$ cat config.mk
export PLATFORM = sky130hd
export DESIGN_NAME = vx_writeback_arb
export DESIGN_NICKNAME = d
export VERILOG_FILES = /design/src/rtl/vx_writeback_arb_pkg.sv /design/src/rtl/vx_writeback_arb_skid_buffer.sv /design/src/rtl/vx_writeback_arb.sv
export SDC_FILE = /design/constraint.sdc
export NUM_CORES = 1
export LEC_CHECK = 0
export BUFFER_PORTS_ARGS = -buffer_cell sky130_fd_sc_hd__buf_4
export CAP_MARGIN = 10
export CELL_PAD_IN_SITES_DETAIL_PLACEMENT = 0
export CELL_PAD_IN_SITES_GLOBAL_PLACEMENT = 1
export CORE_AREA = 2 2 427 429
export CTS_CLUSTER_DIAMETER = 150
export DETAILED_ROUTE_END_ITERATION = 10
export DIE_AREA = 0 0 429 431
export PLACE_DENSITY_LB_ADDON = 0.1
export SETUP_SLACK_MARGIN = 0.3
export SLEW_MARGIN = 15
export SYNTH_ARGS = -nofsm -noshare
export SYNTH_HDL_FRONTEND = slang
export SYNTH_SLANG_ARGS = --single-unit
$ cat constraint.sdc
create_clock -name clk -period 23.3 [get_ports clk]
set_clock_uncertainty 0.05 [all_clocks]
set_input_delay 2.33 -clock clk [delete_from_list [all_inputs] [get_ports clk]]
set_output_delay 2.33 -clock clk [all_outputs]
set_load 0.1 [all_outputs]
$ cat src/rtl/vx_writeback_arb_pkg.sv
// Shared definitions for the writeback arbiter: commit channel indices, register index width,
// skid buffer state encoding and the round-robin distance helper.
package vx_writeback_arb_pkg;

    localparam int unsigned EX_ALU       = 0;
    localparam int unsigned EX_LSU       = 1;
    localparam int unsigned EX_CSR       = 2;
    localparam int unsigned EX_FPU       = 3;
    localparam int unsigned EX_GPU       = 4;
    localparam int unsigned NUM_EX_UNITS = EX_GPU + 1;

    localparam int unsigned NR_BITS = 5;

    typedef enum logic [1:0] {
        StEmpty,
        StOne,
        StFull
    } skid_state_e;

    // Position of idx in the search order that starts at ptr and wraps at n.
    function automatic int unsigned rr_dist(input int unsigned idx, input int unsigned ptr,
                                            input int unsigned n);
        return (idx >= ptr) ? (idx - ptr) : (idx + n - ptr);
    endfunction

endpackage

$ cat src/rtl/vx_writeback_arb_skid_buffer.sv
// Two-entry skid buffer with registered outputs; accepts a new word while full if the
// head is being consumed in the same cycle.
module vx_writeback_arb_skid_buffer
    import vx_writeback_arb_pkg::*;
#(
    parameter int unsigned DATAW = 8
) (
    input  logic             clk_i,
    input  logic             rst_ni,
    input  logic             valid_i,
    output logic             ready_o,
    input  logic [DATAW-1:0] data_i,
    output logic             valid_o,
    input  logic             ready_i,
    output logic [DATAW-1:0] data_o
);

    skid_state_e      state_q, state_d;
    logic [DATAW-1:0] slot0_q, slot0_d;
    logic [DATAW-1:0] slot1_q, slot1_d;
    logic             push, pop;

    always_comb begin
        ready_o = (state_q != StFull) || ready_i;
        valid_o = (state_q != StEmpty);
        data_o  = slot0_q;
        push    = valid_i && ready_o;
        pop     = valid_o && ready_i;
        state_d = state_q;
        slot0_d = slot0_q;
        slot1_d = slot1_q;
        unique case (state_q)
            StEmpty: begin
                if (push) begin
                    slot0_d = data_i;
                    state_d = StOne;
                end
            end
            StOne: begin
                if (push && pop) begin
                    slot0_d = data_i;
                end else if (push) begin
                    slot1_d = data_i;
                    state_d = StFull;
                end else if (pop) begin
                    state_d = StEmpty;
                end
            end
            StFull: begin
                // slot0 is always the head; a pop shifts slot1 forward
                if (pop) begin
                    slot0_d = slot1_q;
                    if (push) begin
                        slot1_d = data_i;
                    end else begin
                        state_d = StOne;
                    end
                end
            end
            default: state_d = StEmpty;
        endcase
    end

    always_ff @(posedge clk_i) begin
        if (!rst_ni) begin
            state_q <= StEmpty;
        end else begin
            state_q <= state_d;
        end
    end

    always_ff @(posedge clk_i) begin
        slot0_q <= slot0_d;
        slot1_q <= slot1_d;
    end

endmodule

$ cat src/rtl/vx_writeback_arb.sv
// Merges the per-unit commit channels into one GPR writeback stream with round-robin
// arbitration, a two-entry output skid buffer and a retired-instruction counter.
module vx_writeback_arb
    import vx_writeback_arb_pkg::*;
#(
    parameter int unsigned NUM_THREADS = 4,
    parameter int unsigned NUM_WARPS   = 4,
    parameter int unsigned NUM_REQS    = NUM_EX_UNITS,
    localparam int unsigned NW_BITS    = (NUM_WARPS > 1) ? $clog2(NUM_WARPS) : 1
) (
    input  logic                            clk,
    input  logic                            reset,
    input  logic [NUM_REQS-1:0]             req_valid,
    output logic [NUM_REQS-1:0]             req_ready,
    input  logic [NUM_REQS*NW_BITS-1:0]     req_wid,
    input  logic [NUM_REQS*NUM_THREADS-1:0] req_tmask,
    input  logic [NUM_REQS*32-1:0]          req_PC,
    input  logic [NUM_REQS*NR_BITS-1:0]     req_rd,
    input  logic [NUM_REQS-1:0]             req_wb,
    input  logic [NUM_REQS*NUM_THREADS*32-1:0] req_data,
    output logic                            wb_valid,
    input  logic                            wb_ready,
    output logic [NW_BITS-1:0]              wb_wid,
    output logic [NUM_THREADS-1:0]          wb_tmask,
    output logic [31:0]                     wb_PC,
    output logic [NR_BITS-1:0]              wb_rd,
    output logic [NUM_THREADS*32-1:0]       wb_data,
    output logic [63:0]                     instret
);

    localparam int unsigned DATAW = NW_BITS + NUM_THREADS + 32 + NR_BITS + NUM_THREADS * 32;
    localparam int unsigned PTR_W = (NUM_REQS > 1) ? $clog2(NUM_REQS) : 1;

    logic [PTR_W-1:0]    ptr_q, ptr_d;
    logic [63:0]         instret_q, instret_d;
    logic [NUM_REQS-1:0] wb_req;
    logic [NUM_REQS-1:0] arb_ready;
    logic [NUM_REQS-1:0] grant;
    logic                grant_valid;
    logic [PTR_W-1:0]    grant_idx;
    logic [DATAW-1:0]    grant_data;
    logic                buf_ready;
    logic [DATAW-1:0]    buf_data;

    assign wb_req = req_valid & req_wb;

    // A channel's ready only looks at the other channels, so it never depends on its own valid.
    always_comb begin
        arb_ready = '0;
        for (int unsigned i = 0; i < NUM_REQS; i++) begin
            arb_ready[i] = buf_ready;
            for (int unsigned j = 0; j < NUM_REQS; j++) begin
                if (j != i && wb_req[j] &&
                    rr_dist(j, int'(ptr_q), NUM_REQS) < rr_dist(i, int'(ptr_q), NUM_REQS)) begin
                    arb_ready[i] = 1'b0;
                end
            end
        end
    end

    assign grant       = wb_req & arb_ready & {NUM_REQS{reset}};
    assign grant_valid = |grant;

    always_comb begin
        req_ready = '0;
        for (int unsigned i = 0; i < NUM_REQS; i++) begin
            req_ready[i] = reset && (!req_wb[i] || arb_ready[i]);
        end
    end

    always_comb begin
        grant_idx  = '0;
        grant_data = '0;
        for (int unsigned i = 0; i < NUM_REQS; i++) begin
            if (grant[i]) begin
                grant_idx  = PTR_W'(i);
                grant_data = {req_wid[i*NW_BITS +: NW_BITS],
                              req_tmask[i*NUM_THREADS +: NUM_THREADS],
                              req_PC[i*32 +: 32],
                              req_rd[i*NR_BITS +: NR_BITS],
                              req_data[i*NUM_THREADS*32 +: NUM_THREADS*32]};
            end
        end
    end

    always_comb begin
        ptr_d = ptr_q;
        if (grant_valid) begin
            ptr_d = (grant_idx == PTR_W'(NUM_REQS - 1)) ? '0 : grant_idx + PTR_W'(1);
        end
    end

    always_comb begin
        instret_d = instret_q;
        for (int unsigned i = 0; i < NUM_REQS; i++) begin
            instret_d = instret_d + 64'(req_valid[i] & req_ready[i]);
        end
    end

    always_ff @(posedge clk) begin
        if (!reset) begin
            ptr_q     <= '0;
            instret_q <= '0;
        end else begin
            ptr_q     <= ptr_d;
            instret_q <= instret_d;
        end
    end

    vx_writeback_arb_skid_buffer #(
        .DATAW (DATAW)
    ) u_skid (
        .clk_i   (clk),
        .rst_ni  (reset),
        .valid_i (grant_valid),
        .ready_o (buf_ready),
        .data_i  (grant_data),
        .valid_o (wb_valid),
        .ready_i (wb_ready),
        .data_o  (buf_data)
    );

    assign {wb_wid, wb_tmask, wb_PC, wb_rd, wb_data} = buf_data;
    assign instret = instret_q;

endmodule

* After elaboration in Yosys (flattened, before gate mapping)
Cells that the tools add are included.
** Operators by class
- Add/subtract/negate cells :: 16
- $lt $le $gt $ge :: 25
- Equal/unequal tests :: 10
- Mux-type cells :: 50
- Bitwise logic cells :: 8
- Reduce and logical (&&, ||, !) cells :: 47
** Operator list (number)
- $mux 171 :: 11
- $lt 32x32->1 :: 20
- $pmux 171 s3 :: 1
- $pmux 171 s2 :: 1
- $add 64x1->64 :: 5
- $mux 32 :: 5
- $logic_and 1x1->1 :: 28
- $mux 1 :: 21
- $sub 3x3->4 const A :: 4
- $and 5x5->5 :: 3
- $mux 2 :: 6
- $mux 3 :: 4
- $sub 4x3->5 const A :: 2
- $sub 1x3->4 const A :: 2
- $sub 2x3->4 const A :: 2
- $ge 1x3->1 const A :: 2
- $ge 2x3->1 const A :: 2
- $logic_or 1x1->1 :: 6
- $ne 2x1->1 const B :: 3
- $ne 2x2->1 const B :: 3
- $pmux 2 s3 :: 1
- $and 1x1->1 :: 5
- $logic_not 1->1 :: 5
- $reduce_and 5->1 :: 1
- other kinds (12) :: 13
** Storage, ports and cells
- Register bits after elaboration :: 411
- Bits of input ports :: 868
- Output and inout port bits :: 241
- Word-level logic and storage cells :: 161

* Depth between registers and ports, before layout
- Depth in word-level cells :: 18
- Depth in mapped cells :: 32
- Mapped depth without buffers :: 28

* Cells and area by module
Synthesis repeated with hierarchy kept, for this count alone.
** Unflattened totals
- Cells, all modules :: 2542
- Area, all modules :: 23570.1 sq um
** By module, submodules not included
- vx_writeback_arb_skid_buffer :: instances 1, cells an instance 910, area an instance 12710.9 sq um, sequential area each 10309.9 sq um
- vx_writeback_arb :: instances 1, cells an instance 1632, area an instance 10859.2 sq um, sequential area each 1341.3 sq um

* Worst setup path after synthesis
OpenSTA, ideal clock, no wires.
- Kind :: in2reg
- From :: in reset
- To :: reg u_skid.slot0_q[0] (netlist: u_skid.data_o[0]), enable pin
- Setup time :: 758 ps
- Arrival time :: 12294 ps
- Data required time :: 22492 ps
- Setup slack :: 10198 ps
- Stages on the path :: 11
- Buffers on the path :: 3
- Cells stage by stage :: clkbuf_1 nand2_1 a221o_1 a211o_1 nor4bb_1 buf_2 buf_2 nor2_1 a31oi_1 o21ai_0 a21oi_1
** On the way
- Word-level cells in the longest chain between the ends :: 6
- Elaborated cells on any way between the ends :: 7
- Classes of those cells :: eq/ne (2); bitwise (1); reduce/logical (4)
** RTL lines
- start, declared :: RTL line vx_writeback_arb.sv:12 : input logic reset,
- $and 5x5->5 * :: RTL line vx_writeback_arb.sv:61 : assign grant = wb_req & arb_ready & {NUM_REQS{reset}};
- $reduce_or 5->1 * :: RTL line vx_writeback_arb.sv:62 : assign grant_valid = |grant;
- $logic_and 1x1->1 * :: RTL line vx_writeback_arb_skid_buffer.sv:27 : push = valid_i && ready_o;
- $logic_and 1x1->1 :: RTL line vx_writeback_arb_skid_buffer.sv:40 : if (push && pop) begin
- $ne 2x1->1 (no source line)
- $reduce_and 4->1 (no source line) *
- end signal, assigned :: RTL line vx_writeback_arb_skid_buffer.sv:73 : slot0_q <= slot0_d;
- end, declared :: RTL line vx_writeback_arb_skid_buffer.sv:19 : logic [DATAW-1:0] slot0_q, slot0_d;
Every way passes the cells marked *; elsewhere a longest branch is shown, timed or not.
A chain may end at the register's enable or synchronous reset.

* Worst setup path after layout
- From :: reg ptr_q[1]
- To :: reg instret_q[62] (netlist: instret[62])
** On the way
- Word-level cells in the longest chain between the ends :: 16
- Elaborated cells on any way between the ends :: 100
- Classes of those cells :: add/sub (15); order compare (25); mux (25); bitwise (5); reduce/logical (30)
** RTL lines
- start, declared :: RTL line vx_writeback_arb.sv:34 : logic [PTR_W-1:0] ptr_q, ptr_d;
- start signal, assigned :: RTL line vx_writeback_arb.sv:105 : ptr_q <= ptr_d;
- $sub 3x3->4 (tied with other cells) :: RTL line vx_writeback_arb_pkg.sv:23 : return (idx >= ptr) ? (idx - ptr) : (idx + n - ptr);
- $mux 32 :: RTL line vx_writeback_arb_pkg.sv:23
- $lt 32x32->1 :: RTL line vx_writeback_arb.sv:54 : rr_dist(j, int'(ptr_q), NUM_REQS) < rr_dist(i, int'(ptr_q), NUM_REQS)) begin
- $logic_and 1x1->1 :: RTL line vx_writeback_arb.sv:53 : if (j != i && wb_req[j] &&
- $mux 1 (4 in series) :: RTL line vx_writeback_arb.sv:53
- $logic_or 1x1->1 :: RTL line vx_writeback_arb.sv:67 : req_ready[i] = reset && (!req_wb[i] || arb_ready[i]);
- $logic_and 1x1->1 :: RTL line vx_writeback_arb.sv:67
- $and 1x1->1 :: RTL line vx_writeback_arb.sv:96 : instret_d = instret_d + 64'(req_valid[i] & req_ready[i]);
- $add 64x1->64 (4 in series) :: RTL line vx_writeback_arb.sv:96
- $add 64x1->64 * :: RTL line vx_writeback_arb.sv:96
- end signal, assigned :: RTL line vx_writeback_arb.sv:106 : instret_q <= instret_d;
- end, declared :: RTL line vx_writeback_arb.sv:35 : logic [63:0] instret_q, instret_d;
Marked as above.

==> results.py <==
metrics = {
    "setup_path": {
        "rr_startpoint": "ptr_q[1]$_SDFFE_PN0N_",
        "crit_type": "flip-flop to flip-flop",
        "worstPathMaxFanout": 20,
        "reg2reg_to": "instret[62]$_SDFF_PN0_",
        "critPathArrivalTime_ps": 8530,
        "critPathCaptureType": "flip-flop",
        "cp-start-kind": "flip-flop",
        "rrSetupSlack_ps": 15220,
        "reg2reg_depth": 25,
        "cp.required_ps": 23750,
    },
    "min_path": {
        "hold_path_class": "flip-flop to flip-flop",
        "hold_path_depth": 2,
        "hold_end": "instret[63]$_SDFF_PN0_",
        "min_from": "instret[63]$_SDFF_PN0_",
    },
    "place": {
        "io_buffers": 1108,
        "gp_congestion": 0.797,
        "dp_hpwl_mm": 114,
    },
    "sta": {
        "fin_crit_ps": 8080,
        "max_freq_ghz": 0.124,
        "drv_slew": 0,
        "relSlewSlack_pct": 24.5,
        "rsz0062_at_grt": "false",
        "hold_slack_ps": 449,
        "fin_tns_setup_ps": 0,
        "fin_crit_sh_pct": 34.7,
        "tightest_slew_ps": 1120,
        "setup_viol": 0,
        "finalHoldViolations": 0,
    },
    "clocking": {
        "cts_tree": "yes",
        "post_cts_buffers": 0,
        "cts_resized": 0,
        "htree_levels": 2,
        "clkTransAtPathRegs_ps": 60,
        "cts.sinks": 411,
        "holdBufCountCts": 0,
        "cts_buffer_depth": 3,
        "cts_buffers": 58,
        "clock-root-buffer": "clkbuf_16",
        "insertion_delay_ps": 640,
    },
    "route": {
        "vias_per_cell": 4.09,
        "first_pass_iters": 4,
        "routedWlPerCell_um": 25.0,
        "routed_wl_mm": 150,
        "via_count": 24500,
        "ant_nets": 0,
        "drt_iter0_drc": 1229,
        "drc": 0,
    },
    "run": {
        "drv_cap": 0,
    },
    "layout": {
        "final_core_util_pct": 21.1,
        "syn2layout_area_growth_pct": 48.7,
        "fin_nets": 4500,
        "drive_gt1_share_pct": 40.0,
    },
    "global_route": {
        "globalRoute.totalOverflow": 0,
        "antenna_found_initial": 21,
        "track_usage_pct": 15.4,
        "first_global_vias": 25000,
        "grt_pass1_wl_mm": 204,
        "grt_max_degree": 178,
    },
    "synthesis": {
        "async_flop_share_pct": 0,
        "synth_cell_types": 82,
        "ys.flop_type": "edfxtp_1",
        "syn_area_sq_um": 25500,
        "syn_avg_cell_area_sq_um": 9.94,
        "synth_edf_count": 342,
        "yosys_warnings": 0,
        "yosysSeqAreaShare_pct": 45.6,
        "synthCells": 2571,
        "synth_top_area_share_pct": 40.2,
        "synth_area_leader_cell": "edfxtp_1",
        "synth_area_leaders": "edfxtp_1 40%, a221oi_2 5.9%, dfxtp_1 5.4%, a21oi_1 5.2%, o31ai_2 4.8%",
        "ys_seq_elements": 411,
        "synth_fp_nets": 3502,
    },
    "power": {
        "worst_ir_drop_vdd_mv": 0.111,
        "p_leak_nw": 15.0,
        "power.density_nw_per_um2": 153,
    },
    "die": {
        "die-area_sq_um": 185000,
        "dieWidth_um": 429,
        "fp.dieH_um": 431,
        "start_util_pct": 14.2,
        "core_sq_um": 180000,
        "placementRows": 156,
        "ios": 1109,
    },
    "run_status": {
        "outcome": "complete, no violations",
    },
}
-- report_power, final --
part,internal [mW],switching (mW)
Clock,0.528,0.367
Combinational,0.919,2.62
Sequential,1.29,0.102
-- Yosys cell counts, types with 4 or more instances --
master	instances
a221oi_1	72
buf_8	11
nor3_1	16
o21a_1	106
a21oi_1	268
or3_1	74
a21o_1	5
nand4_1	15
a221oi_2	100
and2_1	30
inv_1	34
xnor2_1	28
o31ai_1	11
nor2_1	284
nand2_1	293
nand3_1	28
dfxtp_1	69
dlygate4sd1_1	5
a211oi_1	9
edfxtp_1	342
mux2i_1	4
ha_1	60
o31ai_2	97
buf_1	4
and4_1	9
mux2_2	5
and3_1	12
nand2b_1	11
o22ai_1	64
buf_2	38
nor2b_1	78
buf_4	32
nor4_1	5
a211o_1	5
o21ai_0	131
clkbuf_1	115
xor2_1	32
-- cell usage in the layout (no fill, tap or decap), types with 11 or more instances in the layout --
cell / n
a221oi_2: 100
a21oi_1: 267
xor2_1: 32
clkbuf_1: 15
o31ai_1: 11
or3_1: 74
nor3_1: 16
clkinv_1: 17
nand2_1: 290
nand4_1: 15
edfxtp_1: 342
ha_1: 59
clkbuf_16: 60
buf_4: 1144
o21a_1: 106
a221oi_1: 72
o31ai_2: 97
o21ai_0: 131
inv_1: 34
dfxtp_1: 69
nand2b_1: 11
and2_1: 29
nand3_1: 27
o22ai_1: 64
xnor2_1: 28
nor2_1: 284
nor2b_1: 78
and3_1: 11
-- sequential cells by signal (all words and copies together), names as in the netlist --
signal / flops
u_skid.slot1_q: 171
u_skid.state_q: 2
ptr_q: 3
instret: 64
u_skid.data_o: 171
-- worst max-delay path: stages (launching register included) --
cell and delay (ps):
dfxtp_1 540, inv_1 410, ha_1 430, nand2b_1 320, o21ai_0 970, inv_1 180
ha_1 390, inv_1 50, a2111o_1 300, a211oi_2 210, o221ai_1 200, nand3b_1 150
o21ai_0 120, and2_1 220, fa_1 480, fa_1 550, ha_1 210, fa_1 220
a21o_1 240, nand3_1 260, nor3_1 530, nand2b_1 140, nor3_1 420, nand4_1 170
xor2_1 150, nor2_1 50
-- area by class of cell --
class / count / area [sq um]
well taps: 2370 / 2970
diodes: 8 / 20.0
flip-flops and latches: 411 / 11700
fillers: 19900 / 142000
clock buffers: 77 / 1590
multi-input cells: 1915 / 12700
repair buffers: 1147 / 8650
clock inverters: 32 / 273
inverters: 36 / 138
-- worst max path at each step --
stage | start | end | slack [ps] | cells after the start
6_report | ptr_q[1]$_SDFFE_PN0N_ | instret[62]$_SDFF_PN0_ | 15220 | 25
5_1_grt | ptr_q[1]$_SDFFE_PN0N_ | instret[62]$_SDFF_PN0_ | 14400 | 25
4_1_cts | ptr_q[1]$_SDFFE_PN0N_ | instret[62]$_SDFF_PN0_ | 14960 | 25
3_5_place_dp | ptr_q[1]$_SDFFE_PN0N_ | instret[62]$_SDFF_PN0_ | 15020 | 25
3_3_place_gp | ptr_q[1]$_SDFFE_PN0N_ | instret[62]$_SDFF_PN0_ | 15150 | 25
2_1_floorplan | reset | u_skid.data_o[0]$_DFFE_PP_ | 10200 | 11
-- layer usage --
| metal | global-route usage, % | share of wire (%) | vias up |
|---|---|---|---|
| met5 | 0 | 0.026 | - |
| met4 | 3.14 | 1.5 | 6 |
| met3 | 3.82 | 6.0 | 113 |
| met2 | 26.9 | 50 | 733 |
| met1 | 19.1 | 42 | 12000 |
| li1 | - | - | 11700 |
-- cells by family (layout without fill, tap and decap cells) --
logic type,count (synthesis),count (layout),synth area share [%]
AOI/OAI and AO/OA,904,904,27.8
xor gates and xnor gates,61,61,2.14
adders and majority gates,65,65,3.25
buffers and inverters,245,1292,4.94
DFF,411,411,45.6
muxes,9,9,0.377
other,0,8,0
and+or+nand+nor,876,876,15.9
-- metrics by stage --
stage	std cells	cell area [sq um]	total power, mW	setup slack [ps]
global route	5995	38000	6.17	14400
global placement	5879	36100	5.04	15150
finish	5996	38000	5.82	15220
CTS	5988	38000	5.97	14960
detailed placement	5879	36100	5.03	15020
floorplan	2571	25500	3.98	10200
No activity file was read; power rests on OpenSTA's default activity.
